File: config.mk
export PLATFORM = sky130hd
export DESIGN_NAME = pmem_arbiter
export DESIGN_NICKNAME = d
export VERILOG_FILES = /design/src/rtl/pmem_arbiter.sv
export SDC_FILE = /design/constraint.sdc
export NUM_CORES = 1
export LEC_CHECK = 0
export ABC_CLOCK_PERIOD_IN_PS = 1900
export BUFFER_PORTS_ARGS = -buffer_cell sky130_fd_sc_hd__buf_2
export CORE_AREA = 3 3 539 541
export CTS_CLUSTER_DIAMETER = 50
export DETAILED_ROUTE_END_ITERATION = 10
export DIE_AREA = 0 0 542 544
export PLACE_DENSITY = 0.3
export SLEW_MARGIN = 20
export SYNTH_ARGS = -nofsm -noshare
export SYNTH_HDL_FRONTEND = slang
export SYNTH_SLANG_ARGS = --single-unit
File: constraint.sdc
create_clock -name clk -period 1.9 [get_ports clk]
set_input_delay 0 -clock clk [delete_from_list [all_inputs] [get_ports clk]]
set_output_delay 0 -clock clk [all_outputs]
set_load 0.01 [all_outputs]
File: src/rtl/pmem_arbiter.sv
// pmem_arbiter: shares one physical-memory line port between the icache (read
// only) and the dcache (read/writeback). Only one transaction is in flight at a
// time. Simultaneous requests are resolved round-robin, or in favour of the
// dcache when round-robin is disabled. A watchdog raises a sticky error flag
// when memory takes too long to respond.
//
// Ports:
//   clk, rst                      clock, asynchronous active-low reset
//   i_address/i_read              icache line read request
//   i_rdata/i_resp                icache read line and one-cycle done pulse
//   d_address/d_read/d_write      dcache line request (write wins over read)
//   d_wdata                       dcache writeback line
//   d_rdata/d_resp                dcache read line and one-cycle done pulse
//   pmem_address/pmem_wdata       registered memory address and write line
//   pmem_read/pmem_write          registered memory request strobes
//   pmem_rdata/pmem_resp          memory read line and done pulse
//   err                           sticky watchdog error
module pmem_arbiter #(
  parameter int unsigned LINE_W      = 256,
  parameter int unsigned ADDR_W      = 32,
  parameter int unsigned RR_EN       = 1,
  parameter int unsigned WDOG_CYCLES = 4096
) (
  input  logic              clk,
  input  logic              rst,
  input  logic [ADDR_W-1:0] i_address,
  input  logic              i_read,
  output logic [LINE_W-1:0] i_rdata,
  output logic              i_resp,
  input  logic [ADDR_W-1:0] d_address,
  input  logic              d_read,
  input  logic              d_write,
  input  logic [LINE_W-1:0] d_wdata,
  output logic [LINE_W-1:0] d_rdata,
  output logic              d_resp,
  output logic [ADDR_W-1:0] pmem_address,
  input  logic [LINE_W-1:0] pmem_rdata,
  output logic [LINE_W-1:0] pmem_wdata,
  output logic              pmem_read,
  output logic              pmem_write,
  input  logic              pmem_resp,
  output logic              err
);

  localparam int unsigned WDOG_W = $clog2(WDOG_CYCLES + 1);

  typedef enum logic [1:0] {
    IDLE   = 2'd0,
    BUSY_I = 2'd1,
    BUSY_D = 2'd2,
    GAP    = 2'd3
  } state_t;

  typedef enum logic {
    GRANT_I = 1'b0,
    GRANT_D = 1'b1
  } grant_t;

  state_t              state, state_next;
  grant_t              last_grant, last_grant_next;
  logic [ADDR_W-1:0]   address_next;
  logic [LINE_W-1:0]   wdata_next;
  logic                read_next, write_next;
  logic [WDOG_W-1:0]   wdog, wdog_next, wdog_inc;
  logic                err_next;
  logic                i_req, d_req, grant_i;

  // Both caches see the memory line directly; only the resp pulse qualifies it.
  assign i_rdata = pmem_rdata;
  assign d_rdata = pmem_rdata;

  // State and registered memory-side outputs.
  always_ff @(posedge clk or negedge rst) begin
    if (!rst) begin
      state        <= IDLE;
      last_grant   <= GRANT_D;
      pmem_address <= '0;
      pmem_wdata   <= '0;
      pmem_read    <= 1'b0;
      pmem_write   <= 1'b0;
      wdog         <= '0;
      err          <= 1'b0;
    end else begin
      state        <= state_next;
      last_grant   <= last_grant_next;
      pmem_address <= address_next;
      pmem_wdata   <= wdata_next;
      pmem_read    <= read_next;
      pmem_write   <= write_next;
      wdog         <= wdog_next;
      err          <= err_next;
    end
  end

  // Arbitration, transaction sequencing, watchdog and response routing.
  always_comb begin
    state_next      = state;
    last_grant_next = last_grant;
    address_next    = pmem_address;
    wdata_next      = pmem_wdata;
    read_next       = pmem_read;
    write_next      = pmem_write;
    wdog_next       = wdog;
    err_next        = err;
    i_resp          = 1'b0;
    d_resp          = 1'b0;

    i_req    = i_read;
    d_req    = d_read | d_write;
    // I wins when alone, or on a tie when round-robin says it is I's turn.
    grant_i  = i_req && (!d_req || ((RR_EN != 0) && (last_grant == GRANT_D)));
    wdog_inc = (wdog == WDOG_W'(WDOG_CYCLES)) ? wdog : wdog + WDOG_W'(1);

    case (state)
      IDLE: begin
        if (grant_i) begin
          state_next      = BUSY_I;
          last_grant_next = GRANT_I;
          address_next    = i_address;
          read_next       = 1'b1;
          write_next      = 1'b0;
          wdog_next       = '0;
        end else if (d_req) begin
          state_next      = BUSY_D;
          last_grant_next = GRANT_D;
          address_next    = d_address;
          wdata_next      = d_wdata;
          read_next       = ~d_write;
          write_next      = d_write;
          wdog_next       = '0;
        end
      end

      BUSY_I, BUSY_D: begin
        if (pmem_resp) begin
          i_resp     = (state == BUSY_I);
          d_resp     = (state == BUSY_D);
          state_next = GAP;
          read_next  = 1'b0;
          write_next = 1'b0;
          wdog_next  = '0;
        end else begin
          wdog_next = wdog_inc;
          // Flag as the counter reaches WDOG_CYCLES-1; the transaction keeps waiting.
          if (wdog_inc >= WDOG_W'(WDOG_CYCLES - 1)) begin
            err_next = 1'b1;
          end
        end
      end

      // One dead cycle so a cache still holding its request after resp is not re-granted.
      GAP: begin
        state_next = IDLE;
      end

      default: begin
        state_next = IDLE;
      end
    endcase
  end

endmodule

==> run_results.csv <==
group,metric,value,unit
cts,cts_root_buffer,"clkbuf_16",
synthesis,synth_common_cells,"buf_4 (513), dfrtp_1 (306), mux2_2 (256)",
synthesis,ys_ff_latch,307,
die,die-area,295000,µm²
synthesis,synth_top_area_share,47.8,%
power_and_ir_drop,p_leak,11.7,nW
routing,via_per_inst,2.12,
critical_path,critPathBufInv,5,
power_and_ir_drop,pwr_density_cell,1550,nW/µm²
cts,clk_pin_slew,0.06,ns
synthesis,synth_seq_area_share,48.0,%
timing,rsz0062_at_grt,"yes",
critical_path,crit_chain,"inv_2 > ha_4 > buf_6 > nand2_8 > buf_16 > buf_12 > clkbuf_16 > mux2_4",
worst_hold_path,worstHoldPathType,"in -> async",
cells_and_area,nets,2477,
timing,fin_skew,0.0290,ns
global_routing,grt_max_degree,87,
routing,drt_iter0_drc,506,
routing,wl,145000,µm
cells_and_area,regArea,7680,µm²
timing,slew_viol_final,0,
placed_design,dpl.cell_count,5232,
synthesis,synth_top_cell_by_area,"dfrtp_1",
synthesis,synth_area,16000,µm²
global_routing,grt_usage,9.20,%
cts,htree_levels,2,
cells_and_area,drive_above_1_share,56.0,%
routing,ant_nets,0,
synthesis,syn_avg_cell_area,11.9,µm²
power_and_ir_drop,irDropWorstVdd,0.804,mV
routing,drc,0,
timing,hold_viol_final,4,
timing,fmax,0.535,GHz
critical_path,crit_slowest_cell,"dfrtp_1",
critical_path,critical_path.top_delay_family,"buffers and inverters",
timing,worst_slew_pin_slew,0.896,ns
outcome,violations,"hold timing",
synthesis,synth_cell_types,40,
timing,period_minus_slack,1.87,ns
outcome,status,"finished, violations left",
critical_path,critPathRequiredTime,2.41,ns
critical_path,path_max_fanout,6,
global_routing,grt_remaining_overflow,0,
cts,clk_latency,0.66,ns
critical_path,slowest_delay,0.40,ns
die,die_y,544,µm
flow_run,cap_violations,0,
synthesis,synth_edf_count,0,
placed_design,dp_hpwl,125000,µm
placed_design,place_congestion,0.757,
global_routing,antenna_found_initial,17,
cells_and_area,nFillCells,33000,
critical_path,worstSetupPathType,"reg -> reg",
synthesis,syn-num-nets,1938,
synthesis,syn_inst,1349,
timing,setup_violations,0,
power_and_ir_drop,total_power,0.0422,W
die,io_pins,1387,
placed_design,placed_area,20400,µm²
routing,vias,12100,
die,initial_core_util,5.61,%
routing,wl_per_cell,25.5,µm
cells_and_area,area_growth,70.0,%
placed_design,io_buffers,618,
die,design.core.area,285000,µm²
critical_path,cp-end-kind,"register",
routing,first_pass_iters,4,
cells_and_area,layout.cells.non_filler,5697,
critical_path,cp_data_arrival_time,2.38,ns
cts,cts.path.max_buffers,3,
synthesis,ys_top_cells_by_area,"dfrtp_1 (48%), buf_4 (24%), mux2_2 (18%), mux2i_1 (2.1%), o21ai_0 (1.7%)",
synthesis,yosys_warnings,0,
cells_and_area,multiInputGateArea,4920,µm²
timing,period_share,98.5,%
global_routing,grt_pass1_vias,13200,
cts,cts_made_buffers,53,
die,chipWidth,542,µm
global_routing,grt_pass1_wl,171000,µm
synthesis,yosysMostFrequentCell,"buf_4",
synthesis,ys_async_sr_fraction,100,%
critical_path,crit_path_start_kind,"register",
synthesis,ys.flop_type,"dfrtp_1",
cells_and_area,fin_util,9.53,%
die,num_rows,196,
timing,hold_ws,-0.00470,ns
cells_and_area,design_area,27200,µm²
timing,slew_headroom,40.1,%
cts,cts_tree,"done",
cts,clock-sinks,307,
-- worst reg2reg max path: cells and delay by family (launching register included) --
family | cells | cell delay (ns)
adders and majority gates | 1 | 0.14
buffers and inverters | 5 | 0.76
DFF | 1 | 0.40
muxes | 1 | 0.29
and+or+nand+nor | 1 | 0.12
-- kinds of logic (layout without fill, tap and decap cells) --
family / after synthesis / count (layout) / share of synthesized area (%)
and+or+nand+nor: 94 / 94 / 2.74
DFF: 307 / 307 / 48.0
adders and majority gates: 7 / 7 / 0.547
AOI/OAI and AO/OA: 79 / 79 / 2.77
other: 0 / 3 / 0
buffers and inverters: 569 / 1152 / 25.7
xor gates and xnor gates: 4 / 4 / 0.219
muxes: 289 / 289 / 20.1
-- registers in the layout (all words and copies together) (netlist names) --
register / flops
err: 1
last_grant: 1
pmem_write: 1
pmem_address: 32
wdog: 13
pmem_wdata: 256
state: 2
pmem_read: 1
-- area by class of cell --
| cell class | count | area share, % |
|---|---|---|
| clock buffers | 67 | 5.36 |
| multi-input cells | 473 | 18.1 |
| flip-flops and latches | 307 | 28.2 |
| well taps | 3762 | 17.3 |
| repair buffers | 1044 | 29.1 |
| clock inverters | 32 | 1.73 |
| inverters | 9 | 0.124 |
| diodes | 3 | 0.0276 |
-- power breakdown --
part | internal [W] | switching (W) | total [W]
combinational | 0.00985 | 0.00999 | 0.0198
sequential | 0.00983 | 0.00207 | 0.0119
clock | 0.00660 | 0.00390 | 0.0105
-- layout by cell type (no fill, tap or decap), types with 7 or more instances in the layout --
master and instances:
mux2i_1 33, nand2_1 51, bufinv_16 8, nor2_1 10
buf_16 10, a21oi_1 8, inv_1 7, buf_2 616
buf_4 40, mux2_4 162, clkinv_4 7, dlygate4sd3_1 328
nand3_1 8, o21ai_0 49, buf_8 8, clkbuf_16 67
dfrtp_1 306, clkbuf_8 8, mux2_2 94, buf_12 23
-- final timing paths --
path	startpoint	cells past startpoint	endpoint	slack, ns
worst max-delay path	state[0]$_DFFE_PN0P_	8	pmem_wdata[233]$_DFFE_PN0P_	0.03
worst min-delay path	rst	3	pmem_wdata[197]$_DFFE_PN0P_	-0.005
worst max register to register	state[0]$_DFFE_PN0P_	8	pmem_wdata[233]$_DFFE_PN0P_	0.03
worst min register to register	err$_DFFE_PN0P_	2	err$_DFFE_PN0P_	0.46
max in group asynchronous	rst	5	pmem_wdata[82]$_DFFE_PN0P_	0.16
min in group clk	pmem_rdata[102]	0	i_rdata[102]	0
-- metrics by stage --
stage / worst slack, ns / TNS [ns]
floorplan: 0.0137 / 0
global placement: -0.130 / -15.92
detailed placement: -0.112 / -11.31
CTS: -0.110 / -2.05
global route: -0.0746 / -2.29
finish: 0.0293 / 0
-- layer usage --
layer  global-route usage (%)  vias to the layer above  wire length, µm
li1                         -                     5074                -
met1                     6.23                     5636            34500
met2                     16.2                     1206            72800
met3                     10.3                      169            34500
met4                     2.23                        2             3170
met5                    0.227                        -               95
-- timing repair --
| action | CTS | global route |
|---|---|---|
| setup buffers | 8 | 7 |
| endpoints found under the hold margin | 611 | 0 |
| pin swaps | 0 | 2 |
| gates resized for setup | 83 | 165 |
| hold buffers | 328 | 0 |
| endpoints found under the setup margin | 233 | 173 |
| gates cloned | 7 | 14 |
Power figures use the tool's default switching activity.
